`src/rtl/ddr_burst_fetcher.sv`:
```
// Fetches a linear run of DDR words in bursts that always fit the downstream queue.
// Returned beats go straight to the queue; abort drains the outstanding burst, then flushes.
module ddr_burst_fetcher #(
  parameter int ADDR_WIDTH = 32,
  parameter int DATA_WIDTH = 64,
  parameter int BURST_LEN  = 8,
  parameter int DEPTH      = 32,
  parameter int LEN_WIDTH  = 16
) (
  input  logic                   clock,
  input  logic                   reset,
  input  logic                   io_start,
  input  logic [ADDR_WIDTH-1:0]  io_addr,
  input  logic [LEN_WIDTH-1:0]   io_len,
  input  logic                   io_abort,
  output logic                   io_busy,
  output logic                   io_done,
  output logic                   io_ddr_rd,
  output logic [ADDR_WIDTH-1:0]  io_ddr_addr,
  output logic [7:0]             io_ddr_burstLength,
  input  logic                   io_ddr_waitReq,
  input  logic                   io_ddr_valid,
  input  logic [DATA_WIDTH-1:0]  io_ddr_dout,
  output logic                   io_enq_valid,
  output logic [DATA_WIDTH-1:0]  io_enq_bits,
  input  logic [$clog2(DEPTH):0] io_count,
  output logic                   io_flush
);
  localparam int STRIDE = DATA_WIDTH / 8;

  typedef enum logic [2:0] {IDLE, CHECK, REQ, DATA, DRAIN, FLUSH, DONE} state_t;

  state_t                state, state_nxt;
  logic [ADDR_WIDTH-1:0] addr_reg;
  logic [LEN_WIDTH-1:0]  remaining;
  logic [7:0]            burst, beat_cnt;
  logic                  abort_pending;
  logic                  accept, beat, last_beat, burst_done, room;

  function automatic logic [7:0] burst_of(input logic [LEN_WIDTH-1:0] n);
    return (32'(n) < 32'(BURST_LEN)) ? 8'(n) : 8'(BURST_LEN);
  endfunction

  assign accept     = (state == REQ) && !io_ddr_waitReq;
  assign beat       = io_ddr_valid && ((state == DATA) || (state == DRAIN));
  assign burst_done = (beat_cnt == burst);
  assign last_beat  = beat && ((9'(beat_cnt) + 9'd1) == 9'(burst));
  // Only issue a burst that the queue can absorb in full.
  assign room       = (32'(io_count) + 32'(burst)) <= 32'(DEPTH);

  always_comb begin
    state_nxt    = state;
    io_ddr_rd    = 1'b0;
    io_ddr_addr  = '0;
    io_enq_valid = 1'b0;
    io_done      = 1'b0;
    io_flush     = 1'b0;
    case (state)
      IDLE:  if (io_start) state_nxt = (io_len == '0) ? DONE : CHECK;
      CHECK: begin
        if (io_abort)  state_nxt = FLUSH;
        else if (room) state_nxt = REQ;
      end
      REQ: begin
        // The request is held until accepted even if an abort is pending.
        io_ddr_rd   = 1'b1;
        io_ddr_addr = addr_reg;
        if (accept) state_nxt = (abort_pending || io_abort) ? DRAIN : DATA;
      end
      DATA: begin
        io_enq_valid = io_ddr_valid;
        if (io_abort)       state_nxt = DRAIN;
        else if (last_beat) state_nxt = (remaining == '0) ? DONE : CHECK;
      end
      DRAIN: if (burst_done || last_beat) state_nxt = FLUSH;
      FLUSH: begin
        io_flush  = 1'b1;
        state_nxt = IDLE;
      end
      DONE: begin
        io_done   = 1'b1;
        state_nxt = IDLE;
      end
      default: state_nxt = IDLE;
    endcase
  end

  assign io_busy            = (state != IDLE);
  assign io_enq_bits        = io_ddr_dout;
  assign io_ddr_burstLength = burst;

  always_ff @(posedge clock) begin
    if (reset) begin
      state         <= IDLE;
      addr_reg      <= '0;
      remaining     <= '0;
      burst         <= '0;
      beat_cnt      <= '0;
      abort_pending <= 1'b0;
    end else begin
      state <= state_nxt;
      if ((state == IDLE) && io_start) begin
        addr_reg      <= io_addr;
        remaining     <= io_len;
        burst         <= burst_of(io_len);
        abort_pending <= 1'b0;
      end
      if ((state == REQ) && io_abort) abort_pending <= 1'b1;
      if (accept) begin
        beat_cnt      <= '0;
        addr_reg      <= addr_reg + ADDR_WIDTH'(32'(burst) * STRIDE);
        remaining     <= remaining - LEN_WIDTH'(burst);
        abort_pending <= 1'b0;
      end else if (beat) begin
        beat_cnt <= beat_cnt + 8'd1;
      end
      // Next burst size is fixed as CHECK is re-entered.
      if ((state == DATA) && (state_nxt == CHECK)) burst <= burst_of(remaining);
    end
  end
endmodule
```
`config.mk`:
```
export PLATFORM = sky130hd
export DESIGN_NAME = ddr_burst_fetcher
export DESIGN_NICKNAME = d
export VERILOG_FILES = /design/src/rtl/ddr_burst_fetcher.sv
export SDC_FILE = /design/constraint.sdc
export NUM_CORES = 1
export LEC_CHECK = 0
export ABC_AREA = 1
export BUFFER_PORTS_ARGS = -buffer_cell sky130_fd_sc_hd__buf_2
export CELL_PAD_IN_SITES_DETAIL_PLACEMENT = 0
export CELL_PAD_IN_SITES_GLOBAL_PLACEMENT = 2
export CORE_UTILIZATION = 27
export CTS_BUF_LIST = sky130_fd_sc_hd__clkbuf_4 sky130_fd_sc_hd__clkbuf_8
export CTS_CLUSTER_SIZE = 30
export DETAILED_ROUTE_END_ITERATION = 8
export PLACE_DENSITY = 0.95
export SLEW_MARGIN = 20
export SYNTH_ARGS = -nofsm -noshare
export SYNTH_HDL_FRONTEND = slang
export SYNTH_SLANG_ARGS = --single-unit
```
`constraint.sdc`:
```
create_clock -name clock -period 6.4 [get_ports clock]
set_input_delay 0.64 -clock clock [delete_from_list [all_inputs] [get_ports clock]]
set_output_delay 0.64 -clock clock [all_outputs]
set_load 0.005 [all_outputs]
```
==> reports/results.tsv <==
metric	value	unit
worst_ir_drop_vdd	0.0001044	V
leakage	2.778	nW
ys_async_sr_fraction	0	
finalHoldViolCount	0	
grt_pass1_wl	28840	um
wire_per_inst	14.72	um
overflow	0	
path_common_cell	inv_2	
max_cap_violations	0	
synth_top_cell_by_area	dfxtp_1	
max_freq	0.2937	GHz
cts_buffers	9	
critPathArrivalTime	3.68	ns
num_vias	5861	
dieHeight	148.1	um
cpPeakStageDelay	0.63	ns
nets	1113	
grt_max_degree	54	
setup_tns	0	ns
placed_area	6090	um2
htreeDepth	3	
start_util	0.2752	
boundaryPins	233	
syn-num-nets	1081	
synth_seq_cells	68	
synth_top_cell_area_share	0.2361	
grt_pass1_vias	5349	
port_buffers	104	
die_area	21950	um2
grtUsageTotal	0.1690	
setup_violations	0	
crit_path_max_fanout	34	
synth_cell_types	47	
cts_hold_buf	0	
synth_flop_cell	dfxtp_1	
status	finished clean	
critPathCaptureType	flop	
crit_family	buffers and inverters	
cts-root-buf	clkbuf_8	
fin_skew	0.006582	ns
cp_slowest_cell	inv_1	
yosysWarnings	0	
antenna_cells	0	
tightestPinTransition	1.068	ns
ctsResizeCount	0	
period_minus_slack	3.405	ns
clock_sinks	68	
die_x	148.1	um
holdCritPathClass	flop to flop	
via_per_inst	4.715	
cts_setup_buffers	0	
antenna_found_initial	0	
gp_congestion	0.9093	
largest_reg_flops	32	
path_clk_slew	0.07	ns
syn_avg_cell_area	6.194	um2
ys_top_cells_by_count	nand2_1 (224), inv_1 (111), nor2_1 (102), dfxtp_1 (68), buf_4 (64)	
ys_seq_area_frac	0.2361	
dp_hpwl	14090	um
final_antenna_net_count	0	
syn_area	5767	um2
clk_path_buf_depth	2	
path_class	flop to flop	
drt_iter0_markers	386	
rsz0062_at_grt	false	
syn_inst	931	
drc	0	
startpoint_type	flop	
clk_latency	0.37	ns
synth_most_common_cell	nand2_1	
path_cells	inv_2 -> nor3_2 -> inv_2 -> buf_4 -> nor2_4 -> buf_4 -> inv_2 -> nand2_1 -> inv_1 -> a221oi_1	
path_buf_inv	6	
drv_slew	0	
wirelength	18290	um
first_pass_iters	5	
synth_edf_count	0	
power_density	211.6	nW/um2
synth_area_leaders	dfxtp_1 (24%), nand2_1 (15%), buf_4 (8.3%)	
final_area	6312	um2
rows	53	
core_area	20960	um2
period_share	0.5320	
drive_gt1_frac	0.1612	
cp.required	6.67	ns
maxSlewHeadroom	0.2871	
cts_tree	built	
area_growth	9.460	%
-- cell type report --
cell class	count	area, um2
multi-input cells	656	3383
fillers	2439	14640
repair buffers	108	553.0
well taps	275	344.1
flip-flops and latches	68	1361
clock inverters	5	75.07
inverters	120	450.4
clock buffers	11	145.1
-- cells by family after synthesis --
| logic type | after synthesis | share of synthesized area |
|---|---|---|
| xor+xnor | 23 | 0.03493 |
| buf+inv | 207 | 0.1773 |
| fa+ha+maj | 26 | 0.06032 |
| flops | 68 | 0.2361 |
| simple gates | 453 | 0.3450 |
| compound gates | 154 | 0.1465 |
-- worst paths after layout --
path | start | to | slack (ns) | depth (start not counted)
max | state[1]$_SDFF_PP0_ | addr_reg[3]$_SDFFE_PP0P_ | 3.00 | 10
min | addr_reg[2]$_SDFFE_PP0P_ | addr_reg[2]$_SDFFE_PP0P_ | 0.45 | 2
max reg2reg | state[1]$_SDFF_PP0_ | addr_reg[3]$_SDFFE_PP0P_ | 3.00 | 10
min reg2reg | addr_reg[2]$_SDFFE_PP0P_ | addr_reg[2]$_SDFFE_PP0P_ | 0.45 | 2
-- metrics by stage --
step / setup slack (ns) / power [W] / std cells / utilization / hold slack [ns]
floorplan: 3.906 / 0.0008382 / 931 / - / 0.4301
global placement: 3.114 / 0.0009367 / 1227 / 0.2906 / 0.4418
detailed placement: 3.004 / 0.0009372 / 1227 / 0.2906 / 0.4449
CTS: 2.986 / 0.001349 / 1243 / 0.3011 / 0.4560
global route: 2.662 / 0.001433 / 1243 / 0.3012 / 0.4689
finish: 2.995 / 0.001336 / 1243 / 0.3012 / 0.4530
-- worst reg2reg max path, cell delays in order (launching register included) --
cell and delay, ns:
dfxtp_1 0.43, inv_2 0.07, nor3_2 0.24, inv_2 0.04, buf_4 0.24, nor2_4 0.14
buf_4 0.37, inv_2 0.28, nand2_1 0.46, inv_1 0.63, a221oi_1 0.40
-- power breakdown --
part / switching [W] / internal (W)
logic: 0.000271 / 0.000147
registers: 0.0000469 / 0.000463
clock network: 0.000175 / 0.000232
total: 0.000493 / 0.000843
-- cell usage in the layout, fill, tap and decap left out, types with 2 or more instances in the layout --
cell / instances
or2_2: 4
xnor2_1: 7
nor3_2: 2
fa_1: 3
o21ai_0: 52
o21ai_1: 5
bufinv_16: 2
inv_2: 7
ha_1: 23
dfxtp_1: 68
nor2_1: 102
clkinv_1: 2
a31oi_1: 29
nand3_1: 50
buf_2: 103
buf_4: 5
nor4_1: 8
inv_1: 111
nand4_1: 11
clkinv_2: 3
xor2_1: 16
a21o_1: 2
a21oi_1: 55
nand3_2: 3
a211oi_1: 2
nand2_2: 3
nand3b_1: 2
nor3_1: 29
clkbuf_8: 10
nand2_1: 224
nor2_2: 7
-- layer usage --
layer	routed length, um	part of all wire	global-route usage	vias to the layer above
li1	-	-	-	3025
met1	9082	0.50	0.2360	2630
met2	7732	0.42	0.2568	176
met3	1040	0.057	0.02791	30
met4	438	0.024	0.06753	0
met5	0	0	0	-
(Power assumes the default switching activity.)
